--- src/rtl/pipe_hold.sv ---
// -----------------------------------------------------------------------------
// pipe_hold
// Front-end pipeline hold/flush controller for a classic five-stage pipeline.
// Owns the fetch PC and the IF/ID and ID/EX pipeline registers, and decides
// once per cycle which single action applies to them:
//   reset > FREEZE (mem_wait) > STALL (do_stall) > FLUSH (branch_taken) > RUN
// It also reports the last action taken and saturating stall/flush counters.
//
// Ports
//   clk            : sole clock, rising edge
//   reset          : synchronous active-high reset
//   do_stall       : load-use stall request (hold PC and IF/ID, bubble ID/EX)
//   mem_wait       : data memory not ready (hold everything)
//   branch_taken   : branch resolved taken in ID
//   branch_target  : branch destination, used as given
//   if_instr       : instruction fetched at pc
//   id_memRead/id_memWrite/id_regWrite, id_rs/id_rt/id_rd : decoded ID fields
//   pc             : fetch address
//   IF_ID_*        : IF/ID pipeline register contents (rs/rt are slices)
//   ID_EX_*        : ID/EX pipeline register contents
//   state          : action taken at the last edge (0 RUN,1 STALL,2 FLUSH,3 FREEZE)
//   stall_count    : number of STALL cycles, saturating
//   flush_count    : number of FLUSH cycles, saturating
// -----------------------------------------------------------------------------
module pipe_hold (
    input  logic        clk,
    input  logic        reset,
    input  logic        do_stall,
    input  logic        mem_wait,
    input  logic        branch_taken,
    input  logic [31:0] branch_target,
    input  logic [31:0] if_instr,
    input  logic        id_memRead,
    input  logic        id_memWrite,
    input  logic        id_regWrite,
    input  logic [4:0]  id_rs,
    input  logic [4:0]  id_rt,
    input  logic [4:0]  id_rd,
    output logic [31:0] pc,
    output logic [31:0] IF_ID_instr,
    output logic [31:0] IF_ID_pcplus4,
    output logic        IF_ID_valid,
    output logic [4:0]  IF_ID_rs,
    output logic [4:0]  IF_ID_rt,
    output logic        ID_EX_memRead,
    output logic        ID_EX_memWrite,
    output logic        ID_EX_regWrite,
    output logic        ID_EX_valid,
    output logic [4:0]  ID_EX_rs,
    output logic [4:0]  ID_EX_rt,
    output logic [4:0]  ID_EX_rd,
    output logic [1:0]  state,
    output logic [15:0] stall_count,
    output logic [15:0] flush_count
);

    // Encoding doubles as the externally visible state code.
    typedef enum logic [1:0] {
        ACT_RUN    = 2'd0,
        ACT_STALL  = 2'd1,
        ACT_FLUSH  = 2'd2,
        ACT_FREEZE = 2'd3
    } action_t;

    // Saturating increment for the event counters.
    function automatic logic [15:0] sat_inc16(input logic [15:0] value);
        logic [15:0] result;
        if (value == 16'hFFFF) begin
            result = value;
        end else begin
            result = value + 16'd1;
        end
        return result;
    endfunction

    // ------------------------------------------------------------------
    // Registered state
    // ------------------------------------------------------------------
    action_t     state_r;
    logic [31:0] pc_r;
    logic [31:0] if_id_instr_r;
    logic [31:0] if_id_pcplus4_r;
    logic        if_id_valid_r;
    logic        id_ex_mem_read_r;
    logic        id_ex_mem_write_r;
    logic        id_ex_reg_write_r;
    logic        id_ex_valid_r;
    logic [4:0]  id_ex_rs_r;
    logic [4:0]  id_ex_rt_r;
    logic [4:0]  id_ex_rd_r;
    logic [15:0] stall_count_r;
    logic [15:0] flush_count_r;

    // ------------------------------------------------------------------
    // Next-value signals
    // ------------------------------------------------------------------
    action_t     action_s;
    logic [31:0] pc_plus4_s;
    logic [31:0] nxt_pc_s;
    logic [31:0] nxt_if_id_instr_s;
    logic [31:0] nxt_if_id_pcplus4_s;
    logic        nxt_if_id_valid_s;
    logic        nxt_id_ex_mem_read_s;
    logic        nxt_id_ex_mem_write_s;
    logic        nxt_id_ex_reg_write_s;
    logic        nxt_id_ex_valid_s;
    logic [4:0]  nxt_id_ex_rs_s;
    logic [4:0]  nxt_id_ex_rt_s;
    logic [4:0]  nxt_id_ex_rd_s;
    logic [15:0] nxt_stall_count_s;
    logic [15:0] nxt_flush_count_s;

    // Sequential increment wraps naturally at 2^32.
    assign pc_plus4_s = pc_r + 32'd4;

    // Action select: a stall outranks a taken branch because the branch
    // operands are not yet valid; the branch is seen again next cycle.
    always_comb begin
        action_s = ACT_RUN;
        if (mem_wait) begin
            action_s = ACT_FREEZE;
        end else if (do_stall) begin
            action_s = ACT_STALL;
        end else if (branch_taken) begin
            action_s = ACT_FLUSH;
        end else begin
            action_s = ACT_RUN;
        end
    end

    // Next-value computation for the PC, pipeline registers and counters.
    always_comb begin
        // Default: hold everything (this is the whole FREEZE behaviour).
        nxt_pc_s              = pc_r;
        nxt_if_id_instr_s     = if_id_instr_r;
        nxt_if_id_pcplus4_s   = if_id_pcplus4_r;
        nxt_if_id_valid_s     = if_id_valid_r;
        nxt_id_ex_mem_read_s  = id_ex_mem_read_r;
        nxt_id_ex_mem_write_s = id_ex_mem_write_r;
        nxt_id_ex_reg_write_s = id_ex_reg_write_r;
        nxt_id_ex_valid_s     = id_ex_valid_r;
        nxt_id_ex_rs_s        = id_ex_rs_r;
        nxt_id_ex_rt_s        = id_ex_rt_r;
        nxt_id_ex_rd_s        = id_ex_rd_r;
        nxt_stall_count_s     = stall_count_r;
        nxt_flush_count_s     = flush_count_r;

        case (action_s)
            ACT_RUN: begin
                nxt_pc_s              = pc_plus4_s;
                nxt_if_id_instr_s     = if_instr;
                nxt_if_id_pcplus4_s   = pc_plus4_s;
                nxt_if_id_valid_s     = 1'b1;
                nxt_id_ex_mem_read_s  = id_memRead;
                nxt_id_ex_mem_write_s = id_memWrite;
                nxt_id_ex_reg_write_s = id_regWrite;
                nxt_id_ex_valid_s     = if_id_valid_r;
                nxt_id_ex_rs_s        = id_rs;
                nxt_id_ex_rt_s        = id_rt;
                nxt_id_ex_rd_s        = id_rd;
            end
            ACT_STALL: begin
                // PC and IF/ID hold; a fully zeroed bubble enters ID/EX.
                nxt_id_ex_mem_read_s  = 1'b0;
                nxt_id_ex_mem_write_s = 1'b0;
                nxt_id_ex_reg_write_s = 1'b0;
                nxt_id_ex_valid_s     = 1'b0;
                nxt_id_ex_rs_s        = 5'd0;
                nxt_id_ex_rt_s        = 5'd0;
                nxt_id_ex_rd_s        = 5'd0;
                nxt_stall_count_s     = sat_inc16(stall_count_r);
            end
            ACT_FLUSH: begin
                // The wrong-path fetch is squashed; the branch itself moves on.
                nxt_pc_s              = branch_target;
                nxt_if_id_instr_s     = 32'd0;
                nxt_if_id_pcplus4_s   = 32'd0;
                nxt_if_id_valid_s     = 1'b0;
                nxt_id_ex_mem_read_s  = id_memRead;
                nxt_id_ex_mem_write_s = id_memWrite;
                nxt_id_ex_reg_write_s = id_regWrite;
                nxt_id_ex_valid_s     = if_id_valid_r;
                nxt_id_ex_rs_s        = id_rs;
                nxt_id_ex_rt_s        = id_rt;
                nxt_id_ex_rd_s        = id_rd;
                nxt_flush_count_s     = sat_inc16(flush_count_r);
            end
            ACT_FREEZE: begin
                nxt_pc_s = pc_r;
            end
            default: begin
                nxt_pc_s = pc_r;
            end
        endcase
    end

    // State register: reset outranks every action, including a freeze.
    always_ff @(posedge clk) begin
        if (reset) begin
            state_r           <= ACT_RUN;
            pc_r              <= 32'd0;
            if_id_instr_r     <= 32'd0;
            if_id_pcplus4_r   <= 32'd0;
            if_id_valid_r     <= 1'b0;
            id_ex_mem_read_r  <= 1'b0;
            id_ex_mem_write_r <= 1'b0;
            id_ex_reg_write_r <= 1'b0;
            id_ex_valid_r     <= 1'b0;
            id_ex_rs_r        <= 5'd0;
            id_ex_rt_r        <= 5'd0;
            id_ex_rd_r        <= 5'd0;
            stall_count_r     <= 16'd0;
            flush_count_r     <= 16'd0;
        end else begin
            state_r           <= action_s;
            pc_r              <= nxt_pc_s;
            if_id_instr_r     <= nxt_if_id_instr_s;
            if_id_pcplus4_r   <= nxt_if_id_pcplus4_s;
            if_id_valid_r     <= nxt_if_id_valid_s;
            id_ex_mem_read_r  <= nxt_id_ex_mem_read_s;
            id_ex_mem_write_r <= nxt_id_ex_mem_write_s;
            id_ex_reg_write_r <= nxt_id_ex_reg_write_s;
            id_ex_valid_r     <= nxt_id_ex_valid_s;
            id_ex_rs_r        <= nxt_id_ex_rs_s;
            id_ex_rt_r        <= nxt_id_ex_rt_s;
            id_ex_rd_r        <= nxt_id_ex_rd_s;
            stall_count_r     <= nxt_stall_count_s;
            flush_count_r     <= nxt_flush_count_s;
        end
    end

    // ------------------------------------------------------------------
    // Outputs: all straight from registers; rs/rt are field slices of the
    // held instruction so the hazard detector sees them without delay.
    // ------------------------------------------------------------------
    assign pc             = pc_r;
    assign IF_ID_instr    = if_id_instr_r;
    assign IF_ID_pcplus4  = if_id_pcplus4_r;
    assign IF_ID_valid    = if_id_valid_r;
    assign IF_ID_rs       = if_id_instr_r[25:21];
    assign IF_ID_rt       = if_id_instr_r[20:16];
    assign ID_EX_memRead  = id_ex_mem_read_r;
    assign ID_EX_memWrite = id_ex_mem_write_r;
    assign ID_EX_regWrite = id_ex_reg_write_r;
    assign ID_EX_valid    = id_ex_valid_r;
    assign ID_EX_rs       = id_ex_rs_r;
    assign ID_EX_rt       = id_ex_rt_r;
    assign ID_EX_rd       = id_ex_rd_r;
    assign state          = state_r;
    assign stall_count    = stall_count_r;
    assign flush_count    = flush_count_r;

endmodule

--- config.mk ---
export PLATFORM = sky130hd
export DESIGN_NAME = pipe_hold
export DESIGN_NICKNAME = d
export VERILOG_FILES = /design/src/rtl/pipe_hold.sv
export SDC_FILE = /design/constraint.sdc
export NUM_CORES = 1
export LEC_CHECK = 0
export CAP_MARGIN = 0
export CORE_MARGIN = 2
export CORE_UTILIZATION = 35
export DETAILED_ROUTE_END_ITERATION = 16
export GPL_ROUTABILITY_DRIVEN = 0
export PLACE_DENSITY = 0.77
export SETUP_SLACK_MARGIN = 0.05
export SLEW_MARGIN = 20
export SYNTH_ARGS = -nofsm -noshare
export SYNTH_HDL_FRONTEND = slang
export SYNTH_SLANG_ARGS = --single-unit
--- constraint.sdc ---
create_clock -name clk -period 2.6 [get_ports clk]
set_clock_uncertainty 0.05 [all_clocks]
set_input_delay 0.39 -clock clk [delete_from_list [all_inputs] [get_ports clk]]
set_output_delay 0.39 -clock clk [all_outputs]
set_load 0.02 [all_outputs]
# Word level (Yosys, flattened, before mapping)
# Cells that the tools add are included.
[word_totals] register_bits=150 wordCells=43 output_inout_bits=160 in_bits=87
[classes] n_eq_ne=4 n_mux=14 add_sub_neg=3 bitwise=2 reduce_logical=6
[op_table] cell="$pmux 32 s2" count=3
[op_table] cell="$add 16x1->16 const B" count=2
[op_table] cell="$add 32x3->32 const B" count=1
[op_table] cell="$eq 16x16->1 const B" count=2
[op_table] cell="$pmux 5 s2" count=3
[op_table] cell="$pmux 1 s2" count=5
[op_table] cell="$mux 2" count=3
[op_table] cell="$reduce_and 2->1" count=2
[op_table] cell="$reduce_bool 2->1" count=2
[op_table] cell="$eq 2x1->1 const B" count=1
[op_table] cell="$eq 2x2->1 const B" count=1
[op_table] cell="$logic_not 2->1" count=1
[op_table] cell="$not 1->1" count=2
[op_table] cell="$reduce_or 2->1" count=1

# Depth between registers and ports, before layout
[logic_depth] ltp_word=6 mapped_depth=7 depth_no_buf=6

# Least setup slack after synthesis
# Ideal clock, no wire load.
[synth_path] path_kind="register to register" start="register pc_r[9] (netlist: pc[9])" end="register pc_r[26] (netlist: pc[26])" path_buffers=1 path_slack_ns=0.460 setup_time_ns=0.077 t_arrival_ns=2.013 stages_incl_launch_ff=7 required_ns=2.473 period_less_slack_ns=2.140 cell_sequence="dfxtp_1 > buf_2 > nand4_4 > nor4_4 > nand3_1 > or4_1 > a41oi_2"
[synth_via] elab_chain_cells=2
[synth_lines] item="start, declared" line="80" text="logic [31:0] pc_r;"
[synth_lines] item="start signal, assigned" line="216" text="pc_r <= nxt_pc_s;"
[synth_lines] item="$add 32x3->32" line="114" text="assign pc_plus4_s = pc_r + 32'd4;"
[synth_lines] item="$pmux 32 s2" line="148" text="case (action_s)"
# No other way between the ends.
# A chain may end at the register's enable or synchronous reset.

# Worst setup path in the final report
# Same ends and word-level chain as after synthesis.

==> metrics.md <==
| Metric | Value |
|---|---|
| Avg Cell Area, Syn | 8.80 µm² |
| Reg2reg end | pc[26] |
| Synth Cell Area | 6440 µm² |
| HP Class | input port to register |
| YS warnings | 0 |
| Initial antenna violation count | 1 |
| Final Max Slew Viols | 0 |
| Drt pass-1 iters | 5 |
| Core Region | 18000 µm² |
| Post-CTS Setup Bufs | 0 |
| # Max-Cap Violations | 0 |
| Drt initial violations | 433 |
| Fin area | 9760 µm² |
| CTS root buf | clkbuf_16 |
| Crit. End Element | register |
| Period Utilization, post-route | 0.892 |
| RSZ-0062 raised after global routing | no |
| Non-Filler Instances | 1197 |
| Slew Limit Headroom | 0.546 |
| Top FF cell, synth | dfxtp_1 |
| NetSw | 1.44 mW |
| Final ANT Viol Nets | 0 |
| Hold EP | state[1] |
| Total wire length | 19800 µm |
| Io pins | 247 |
| Clk pwr share | 0.470 |
| Vias in the first global route | 6031 |
| Dpl ws | 0.213 ns |
| Crit path launch type | register |
| Worst reg-to-reg setup slack | 0.28 ns |
| Peak supply drop | 0.000551 V |
| Port bufs | 246 |
| Post-place instance area | 9120 µm² |
| Critical path type | register to register |
| R2R depth | 5 |
| CTS Sinks | 150 |
| First-pass GRT wire length | 31600 µm |
| CTS tree | built |
| Worst-path clk slew | 0.07 ns |
| Asr flop ratio synth | 0 |
| Most frequent cells in the layout | 244 x clkdlybuf4s50_1, 150 x dfxtp_1, 77 x nor2_1 |
| Req. time, crit path | 2.90 ns |
| Post-DP HPWL | 14100 µm |
| Worst path cell trace | nand4_4 > nor4_4 > nand3_1 > or4_1 > a41oi_2 |
| Final hold vios | 0 |
| Number of core rows | 49 |
| PwrDens | 579 nW/µm² |
| Synth top area share | 0.466 |
| Leakage power | 3.59 nW |
| Gr ovfl total | 0 |
| Total CTS buffers | 17 |
| CP Data Arrival Time | 2.62 ns |
| DRC | 0 |
| Gate Count Post-Synth | 732 |
| Final setup fails | 0 |
| Hold_sp | branch_taken |
| Run status | complete, no violations |
| Cell depth of the worst hold path | 3 |
| WL/cell | 16.5 µm |
| Worst stage delay on the critical path | 0.61 ns |
| Combinational Power Share | 0.103 |
| Stages on the worst setup path | 5 |
| Achievable Freq | 431 MHz |
| Final min period | 2.32 ns |
| Placed Cells | 1165 |
| Switching part of the total | 0.255 |
| GR Util All Layers | 0.199 |
| Total negative slack | 0 ns |
| CP Buf/Inv Count | 0 |
| #FFs+latches synth | 150 |
| Slew @ Worst Pin | 0.681 ns |
| Full die area | 19500 µm² |
| Largest area contributor in the netlist | dfxtp_1 |
| Crit Path Max Fanout | 10 |
| Initial core utilization | 0.358 |
| Nets@finish | 1045 |
| Via Count | 6400 |
| H-tree levels | 4 |
| Largest net degree at the start of global routing | 64 |
| Most common cell after layout, fill and taps aside | clkdlybuf4s50_1 |
| Largest delay share family, worst path | simple AND/OR/NAND/NOR gates |
| Hold_ws | 0.332 ns |
| Skew-Pair Late Insertion Delay | 0.42 ns |
| Top cells by area, synth | dfxtp_1 47%, xor2_1 5.4%, a22o_1 5.2% |
| Sequential fraction of the synthesis area | 0.466 |
| Die Wd | 140 µm |
| Post-CTS Resized | 0 |
| Hold-fix buffers, CTS | 0 |
| Post-synth EDFFs | 0 |
| Slowest CP cell | nor4_4 |
| CTS max path bufs | 2 |
| Internal Power | 4.21 mW |
| Die Y | 140 µm |
| Post-route worst setup slack | 0.282 ns |
| Sequential cell fraction of total power | 0.426 |
| Share of cells above drive strength 1 | 0.0713 |
| Launch point of the worst reg-to-reg path | pc[9] |
| Mapped Nets | 822 |
| Count of different cell masters after synthesis | 55 |
| Antenna Cells | 0 |
| DR vias/cell | 5.35 |
| Layout area overhead | 51.4% |
-- flip-flops by register name, indices dropped and copies added, names as in the netlist --
signal and count:
ID_EX_memWrite 1, ID_EX_rd 5, ID_EX_rt 5, ID_EX_rs 5
flush_count 16, ID_EX_valid 1, ID_EX_regWrite 1, state 2
IF_ID_valid 1, pc 32, stall_count 16, IF_ID_pcplus4 32
ID_EX_memRead 1, IF_ID_instr 32
-- worst min-delay path: cells and delay by family --
| family | cells | cell delay (ns) |
|---|---|---|
| buffers and inverters | 1 | 0.20 |
| AO/OA/AOI/OAI | 1 | 0.10 |
| AND/OR/NAND/NOR | 1 | 0.07 |
-- cell type report --
class	instances	area [µm²]
tap	229	287
fill	1627	8270
inverter	7	26.3
clock buffer	17	425
sequential	150	3000
timing repair buffer	270	2660
multi-input combinational	509	3150
clock inverter	15	209
-- Yosys cell counts (3+ instances only) --
| cell type | n |
|---|---|
| a21oi_1 | 34 |
| a22o_1 | 38 |
| a22oi_1 | 27 |
| a31oi_1 | 8 |
| a41oi_1 | 4 |
| and2_1 | 4 |
| and3_1 | 24 |
| and4_1 | 8 |
| buf_2 | 4 |
| buf_4 | 10 |
| clkbuf_1 | 50 |
| dfxtp_1 | 150 |
| ha_1 | 3 |
| inv_1 | 7 |
| mux2i_1 | 4 |
| nand2_1 | 67 |
| nand3_1 | 29 |
| nand3b_1 | 5 |
| nand4_1 | 16 |
| nor2_1 | 79 |
| nor3_1 | 13 |
| nor3b_1 | 4 |
| nor4_1 | 5 |
| o2111ai_1 | 4 |
| o211ai_1 | 5 |
| o21ai_0 | 40 |
| o22ai_1 | 4 |
| or4_1 | 3 |
| xnor2_1 | 11 |
| xor2_1 | 40 |
-- worst max path at each step --
| stage | startpoint | to | slack, ns |
|---|---|---|---|
| after global routing | pc[9] | pc[26] | 0.10 |
| final | pc[9] | pc[26] | 0.28 |
| after CTS | pc[9] | pc[26] | 0.30 |
| after floorplan | pc[9] | pc[26] | 0.46 |
| after detailed placement | mem_wait | IF_ID_pcplus4[26] | 0.21 |
| after global placement | mem_wait | IF_ID_pcplus4[29] | 0.25 |
-- cell families (layout without fill, tap and decap cells) --
group | count (synthesis) | in the layout | synth area share
and+or+nand+nor | 273 | 273 | 0.215
muxes | 5 | 5 | 0.00796
adders and majority gates | 3 | 3 | 0.00582
AOI/OAI and AO/OA | 177 | 177 | 0.187
DFF | 150 | 150 | 0.466
buffers and inverters | 73 | 309 | 0.0491
xor gates and xnor gates | 51 | 51 | 0.0693
-- layer usage --
layer / routed length [µm] / vias to the layer above / GRT usage
li1: - / 3075 / -
met1: 8440 / 3014 / 0.250
met2: 9040 / 281 / 0.315
met3: 1870 / 28 / 0.0747
met4: 397 / 2 / 0.0695
met5: 13 / - / 0
-- power groups by stage --
stage | Clock (mW) | Sequential, mW | Combinational [mW]
after global routing | 2.83 | 2.42 | 0.628
after detailed placement | 0 | 2.46 | 0.586
after global placement | 0 | 2.46 | 0.580
after CTS | 2.72 | 2.41 | 0.588
final | 2.66 | 2.41 | 0.584
after floorplan | 0 | 2.52 | 0.198
-- stage by stage --
stage	power, mW	utilization
finish	5.65	0.541
global placement	3.04	0.506
detailed placement	3.05	0.506
CTS	5.72	0.541
global route	5.87	0.541
floorplan	2.72	-
(Power assumes the default switching activity.)
